**src/rtl/taillight_seq.sv**
```systemverilog
// rtl/taillight_seq.sv - parametrised left/right taillight sweep sequencer with hazard lockstep
// Optional brake overlay on idle banks: define TAILLIGHT_BRAKE_EN.
module taillight_seq #(
  parameter int LEDS_PER_SIDE = 3,
  parameter int STEP_CYCLES   = 8750000
) (
  input  logic                     CLOCK_50,
  input  logic                     reset,
  input  logic                     left_req,
  input  logic                     right_req,
  input  logic                     hazard_req,
`ifdef TAILLIGHT_BRAKE_EN
  input  logic                     brake_req,
`endif
  output logic [LEDS_PER_SIDE-1:0] led_left,
  output logic [LEDS_PER_SIDE-1:0] led_right,
  output logic                     step_tick
);

  localparam int CW = (STEP_CYCLES > 2) ? $clog2(STEP_CYCLES) : 1;
  localparam int PW = $clog2(LEDS_PER_SIDE + 1);
  localparam logic [CW-1:0] CNT_LAST = CW'(STEP_CYCLES - 1);
  localparam logic [PW-1:0] P_MAX    = PW'(LEDS_PER_SIDE);

  logic [CW-1:0]            cnt_q, cnt_d;
  logic                     tick_q, tick_d;
  logic [PW-1:0]            pl_q, pl_d, pr_q, pr_d;
  logic                     haz_prev_q, haz_prev_d;
  logic [LEDS_PER_SIDE-1:0] led_left_q, led_left_d, led_right_q, led_right_d;
  logic                     eff_l, eff_r;

  // One sweep step: N wraps to 0 (the dark step), a low request aborts to 0.
  function automatic logic [PW-1:0] advance(input logic [PW-1:0] p, input logic req);
    if (!req) return '0;
    return (p == P_MAX) ? '0 : p + PW'(1);
  endfunction

  function automatic logic [LEDS_PER_SIDE-1:0] map_left(input logic [PW-1:0] p);
    logic [LEDS_PER_SIDE-1:0] m;
    for (int i = 0; i < LEDS_PER_SIDE; i++) m[i] = (i < int'(p));
    return m;
  endfunction

  function automatic logic [LEDS_PER_SIDE-1:0] map_right(input logic [PW-1:0] p);
    logic [LEDS_PER_SIDE-1:0] m;
    for (int i = 0; i < LEDS_PER_SIDE; i++) m[i] = (i >= LEDS_PER_SIDE - int'(p));
    return m;
  endfunction

  always_comb begin
    cnt_d      = (cnt_q == CNT_LAST) ? '0 : cnt_q + CW'(1);
    tick_d     = (cnt_d == CNT_LAST);
    eff_l      = left_req | hazard_req;
    eff_r      = right_req | hazard_req;
    pl_d       = pl_q;
    pr_d       = pr_q;
    haz_prev_d = haz_prev_q;
    if (tick_q) begin
      haz_prev_d = hazard_req;
      // Hazard onset re-aligns both banks; afterwards identical inputs keep them locked.
      if (hazard_req && !haz_prev_q) begin
        pl_d = PW'(1);
        pr_d = PW'(1);
      end else begin
        pl_d = advance(pl_q, eff_l);
        pr_d = advance(pr_q, eff_r);
      end
    end
    led_left_d  = map_left(pl_d);
    led_right_d = map_right(pr_d);
`ifdef TAILLIGHT_BRAKE_EN
    if (brake_req && !eff_l) led_left_d  = '1;
    if (brake_req && !eff_r) led_right_d = '1;
`endif
  end

  always_ff @(posedge CLOCK_50) begin
    if (reset) begin
      cnt_q       <= '0;
      tick_q      <= 1'b0;
      pl_q        <= '0;
      pr_q        <= '0;
      haz_prev_q  <= 1'b0;
      led_left_q  <= '0;
      led_right_q <= '0;
    end else begin
      cnt_q       <= cnt_d;
      tick_q      <= tick_d;
      pl_q        <= pl_d;
      pr_q        <= pr_d;
      haz_prev_q  <= haz_prev_d;
      led_left_q  <= led_left_d;
      led_right_q <= led_right_d;
    end
  end

  assign led_left  = led_left_q;
  assign led_right = led_right_q;
  assign step_tick = tick_q;

endmodule

```
**config.mk**
```make
export PLATFORM = sky130hd
export DESIGN_NAME = taillight_seq
export DESIGN_NICKNAME = d
export VERILOG_FILES = /design/src/rtl/taillight_seq.sv
export SDC_FILE = /design/constraint.sdc
export NUM_CORES = 1
export LEC_CHECK = 0
export BUFFER_PORTS_ARGS = -buffer_cell sky130_fd_sc_hd__buf_2
export CAP_MARGIN = 20
export CELL_PAD_IN_SITES_DETAIL_PLACEMENT = 1
export CELL_PAD_IN_SITES_GLOBAL_PLACEMENT = 1
export CORE_MARGIN = 2
export CORE_UTILIZATION = 41
export CTS_CLUSTER_DIAMETER = 200
export DETAILED_ROUTE_END_ITERATION = 6
export PLACE_DENSITY_LB_ADDON = 0.1
export SYNTH_ARGS = -nofsm -noshare
export SYNTH_HDL_FRONTEND = slang
export SYNTH_SLANG_ARGS = --single-unit
```
**constraint.sdc**
```tcl
create_clock -name CLOCK_50 -period 1.86 [get_ports CLOCK_50]
set_clock_uncertainty 0.15 [all_clocks]
set_input_delay 0.186 -clock CLOCK_50 [delete_from_list [all_inputs] [get_ports CLOCK_50]]
set_output_delay 0.186 -clock CLOCK_50 [all_outputs]
set_load 0.02 [all_outputs]
```
==> results.sh <==
export IMPL_status="finished, violations left"
export IMPL_failed_checks="negative setup slack"
export IMPL_first_iter_violations=64
export IMPL_power_switching_mw=0.323
export IMPL_synthSimpleGateAreaFrac_pct=34.1
export IMPL_synthXorXnorAreaFrac_pct=11.5
export IMPL_use_met2_pct=41.8
export IMPL_start_util_pct=43.0
export IMPL_ys_ff_latch=35
export IMPL_ir_drop_mv=0.384
export IMPL_syn_avg_cell_area_sq_um=8.86
export IMPL_syn2layout_area_growth_pct=45.7
export IMPL_synth_compound_area_share_pct=5.45
export IMPL_max_freq_mhz=523
export IMPL_crit_type="reg -> reg"
export IMPL_period_share_pct=103
export IMPL_die_h_um=69.2
export IMPL_hpwl_um=3610
export IMPL_io_pins=12
export IMPL_grt_use_met3_pct=5.23
export IMPL_synth_area_mux_share_pct=3.66
export IMPL_grt_pass1_wl_um=8560
export IMPL_r2r_start="cnt_q[5]$_SDFF_PP0_"
export IMPL_nets=271
export IMPL_portBuffers=11
export IMPL_gr_max_usage_layer="met2"
export IMPL_filler_cell_count=480
export IMPL_yosys_area_top_type_share_pct=40.1
export IMPL_core_rowCount=23
export IMPL_clock_latency_ns=0.29
export IMPL_gp_congestion=0.871
export IMPL_synth_area_leader_cell="dfxtp_1"
export IMPL_hold_viol=0
export IMPL_relSlewSlack_pct=69.2
export IMPL_seq_area_frac_synth_pct=40.1
export IMPL_postCtsHoldBufs=0
export IMPL_clockPowerShare_pct=40.2
export IMPL_yosysWarningCount=0
export IMPL_maxCapViolations=0
export IMPL_drv_slew=0
export IMPL_ff2ff_path_depth=7
export IMPL_clkTransAtPathRegs_ns=0.07
export IMPL_cts_htree_levels=2
export IMPL_r2r_end="step_tick$_SDFF_PP0_"
export IMPL_synth_top_family_by_area="simple AND/OR/NAND/NOR gates"
export IMPL_coreArea_sq_um=4060
export IMPL_clock_path_buffers=2
export IMPL_worstHoldStart="hazard_req"
export IMPL_leakage_nw=1.08
export IMPL_worstMarginPinSlew_ns=0.458
export IMPL_rsz0062_at_grt="yes"
export IMPL_finish_instance_area_sq_um=2540
export IMPL_synth_fa_ha_area_share_pct=2.15
export IMPL_clock_sinks=35
export IMPL_cp_end_kind="flop"
export IMPL_dr_pass1_iters=4
export IMPL_grt_ovfl_total=0
export IMPL_critPathLaunchType="flop"
export IMPL_arrival_ns=2.00
export IMPL_netlist_instances=197
export IMPL_cp_data_required_time_ns=1.95
export IMPL_wl_um=5520
export IMPL_synthTopCellsByArea="dfxtp_1, nor2_1, xor2_1"
export IMPL_netlist_area_sq_um=1750
export IMPL_path_max_fanout=4
export IMPL_clockRootBuffer="clkbuf_8"
export IMPL_power_frac_comb_pct=5.6
export IMPL_pwr_share_seq_pct=54.3
export IMPL_internal_power_mw=1.08
export IMPL_min_path_type="in -> reg"
export IMPL_track_usage_pct=22.6
export IMPL_r2r_slack_ns=-0.05
export IMPL_switching_share_pct=23.0
export IMPL_whs_endpoint="haz_prev_q$_SDFFE_PP0P_"
export IMPL_fin_util_pct=62.7
export IMPL_final_min_clock_period_ns=1.91
export IMPL_grt_max_degree=18
export IMPL_synth_distinct_cells=47
export IMPL_die_area_sq_um=4790
export IMPL_power_density_nw_per_um2=551
export IMPL_vias_per_cell=5.27
export IMPL_numCtsBuffers=5
export IMPL_drc_errors=0
export IMPL_num_antenna_cells=0
export IMPL_wl_per_cell_um=17.6
export IMPL_grt_antenna_before_repair=0
export IMPL_cts_tree="yes"
export IMPL_use_met1_pct=25.5
export IMPL_ant_nets=0
export IMPL_syn_num_nets=205
export IMPL_die_x_um=69.2
export IMPL_final_setup_tns_ns=-0.0537
export IMPL_pre_cts_slack_ns=-0.214
export IMPL_finalSetupViolCount=1
export IMPL_holdPathStages=3
export IMPL_first_global_vias=1813
export IMPL_num_vias=1649
export IMPL_placed_area_sq_um=2210
export IMPL_fin_ws_ns=-0.0537
export IMPL_drive_gt1_share_pct=48.3
==> power by group through the flow <==
stage               logic [mW]  registers [mW]  clock network, mW
floorplan               0.0277           0.776                  0
global placement        0.0515           0.776                  0
detailed placement      0.0542           0.778                  0
CTS                     0.0570           0.763              0.580
global route            0.0840           0.760              0.612
finish                  0.0778           0.760              0.562
==> per-layer routing <==
layer  up-vias  wire length, um
li1        808                -
met1       804             2340
met2        25             2930
met3        12              126
met4         0              125
met5         -                0
==> metrics by stage <==
stage | power, mW | std cells | hold WS, ns
floorplan | 0.804 | 197 | 0.183
global placement | 0.828 | 297 | 0.346
detailed placement | 0.832 | 297 | 0.366
CTS | 1.40 | 310 | 0.0564
global route | 1.46 | 313 | 0.0831
finish | 1.40 | 313 | 0.0634
==> state kept, by name, indices dropped and copies added (netlist names) <==
signal	count
step_tick	1
pr_q	2
haz_prev_q	1
led_right	3
led_left	3
pl_q	1
cnt_q	24
==> cells in the mapped netlist, drive strengths merged <==
| cell type | count |
|---|---|
| ha | 3 |
| inv | 3 |
| a31oi | 2 |
| or3b | 1 |
| o2111a | 1 |
| nor3b | 1 |
| a21o | 1 |
| mux2i | 3 |
| nand4b | 1 |
| dfxtp | 35 |
| or4 | 2 |
| and3b | 1 |
| o22ai | 1 |
| clkbuf | 4 |
| nor2 | 38 |
| mux2 | 3 |
| nor2b | 4 |
| nand4 | 4 |
| and4b | 1 |
| a311oi | 2 |
| nor3 | 9 |
| nand3b | 1 |
| xnor2 | 10 |
| and2b | 1 |
| nor4 | 2 |
| xor2 | 13 |
| a21oi | 1 |
| or4b | 1 |
| and3 | 4 |
| or2 | 3 |
| o21ai | 3 |
| buf | 4 |
| a211oi | 2 |
| and2 | 2 |
| nand3 | 17 |
| nand2 | 13 |
==> layout make-up <==
| type | count | area (sq um) | area share (%) |
|---|---|---|---|
| Timing Repair Buffer | 67 | 517 | 20.3 |
| Clock inverter | 1 | 5.00 | 0.197 |
| Sequential cell | 35 | 731 | 28.7 |
| Multi-Input combinational cell | 151 | 1130 | 44.6 |
| Tap cell | 50 | 62.6 | 2.46 |
| Clock buffer | 6 | 82.6 | 3.25 |
| Inverter | 3 | 11.3 | 0.443 |
==> worst max-delay path by stage <==
| stage | from | endpoint | slack (ns) | cells after the start |
|---|---|---|---|---|
| 3_5_place_dp | cnt_q[1]$_SDFF_PP0_ | step_tick$_SDFF_PP0_ | -0.21 | 7 |
| 2_1_floorplan | cnt_q[5]$_SDFF_PP0_ | step_tick$_SDFF_PP0_ | -0.02 | 6 |
| 4_1_cts | cnt_q[8]$_SDFF_PP0_ | step_tick$_SDFF_PP0_ | -0.02 | 7 |
| 5_1_grt | cnt_q[8]$_SDFF_PP0_ | step_tick$_SDFF_PP0_ | -0.14 | 7 |
| 3_3_place_gp | cnt_q[1]$_SDFF_PP0_ | step_tick$_SDFF_PP0_ | -0.13 | 5 |
| 6_report | cnt_q[5]$_SDFF_PP0_ | step_tick$_SDFF_PP0_ | -0.05 | 7 |
==> kinds of logic (layout without fill, tap and decap cells) <==
group | Yosys count | in the layout
multiplexers | 6 | 6
buffers and inverters | 11 | 77
adder cells (fa/ha/maj) | 3 | 3
XOR/XNOR | 23 | 23
AO/OA/AOI/OAI | 13 | 13
flip-flops | 35 | 35
AND/OR/NAND/NOR | 106 | 106
==> cells in the final DEF, fill, tap and decap left out, types with 3 or more instances in the layout <==
master | synthesis | routed
or2_2 | 3 | 3
inv_1 | 3 | 3
dfxtp_1 | 35 | 21
nand3_2 | 1 | 4
and3_1 | 3 | 3
xnor2_1 | 10 | 10
nor2b_1 | 4 | 4
xor2_1 | 13 | 13
buf_2 | 2 | 11
nor2_1 | 38 | 30
nor2_4 | 0 | 7
nor3_1 | 7 | 5
buf_4 | 2 | 51
mux2i_1 | 3 | 3
dfxtp_2 | 0 | 9
buf_6 | 0 | 3
nand3_1 | 15 | 12
dfxtp_4 | 0 | 5
nand2_1 | 13 | 11
clkbuf_8 | 0 | 6
==> timing repair <==
item                                    CTS  global route
buffers inserted                          6             3
cloned                                    0             1
endpoints found under the setup margin   17            18
pin swaps                                 7             9
resized for setup                        18            31
==> critical path: stages, from the launching register on <==
cell and delay [ns]:
dfxtp_4 0.36, nand3_4 0.11, buf_4 0.17, nor3_4 0.25, nand3_2 0.11, mux2_2 0.28, a211oi_2 0.22, o2111a_1 0.21
No activity file was read; power rests on OpenSTA's default activity.
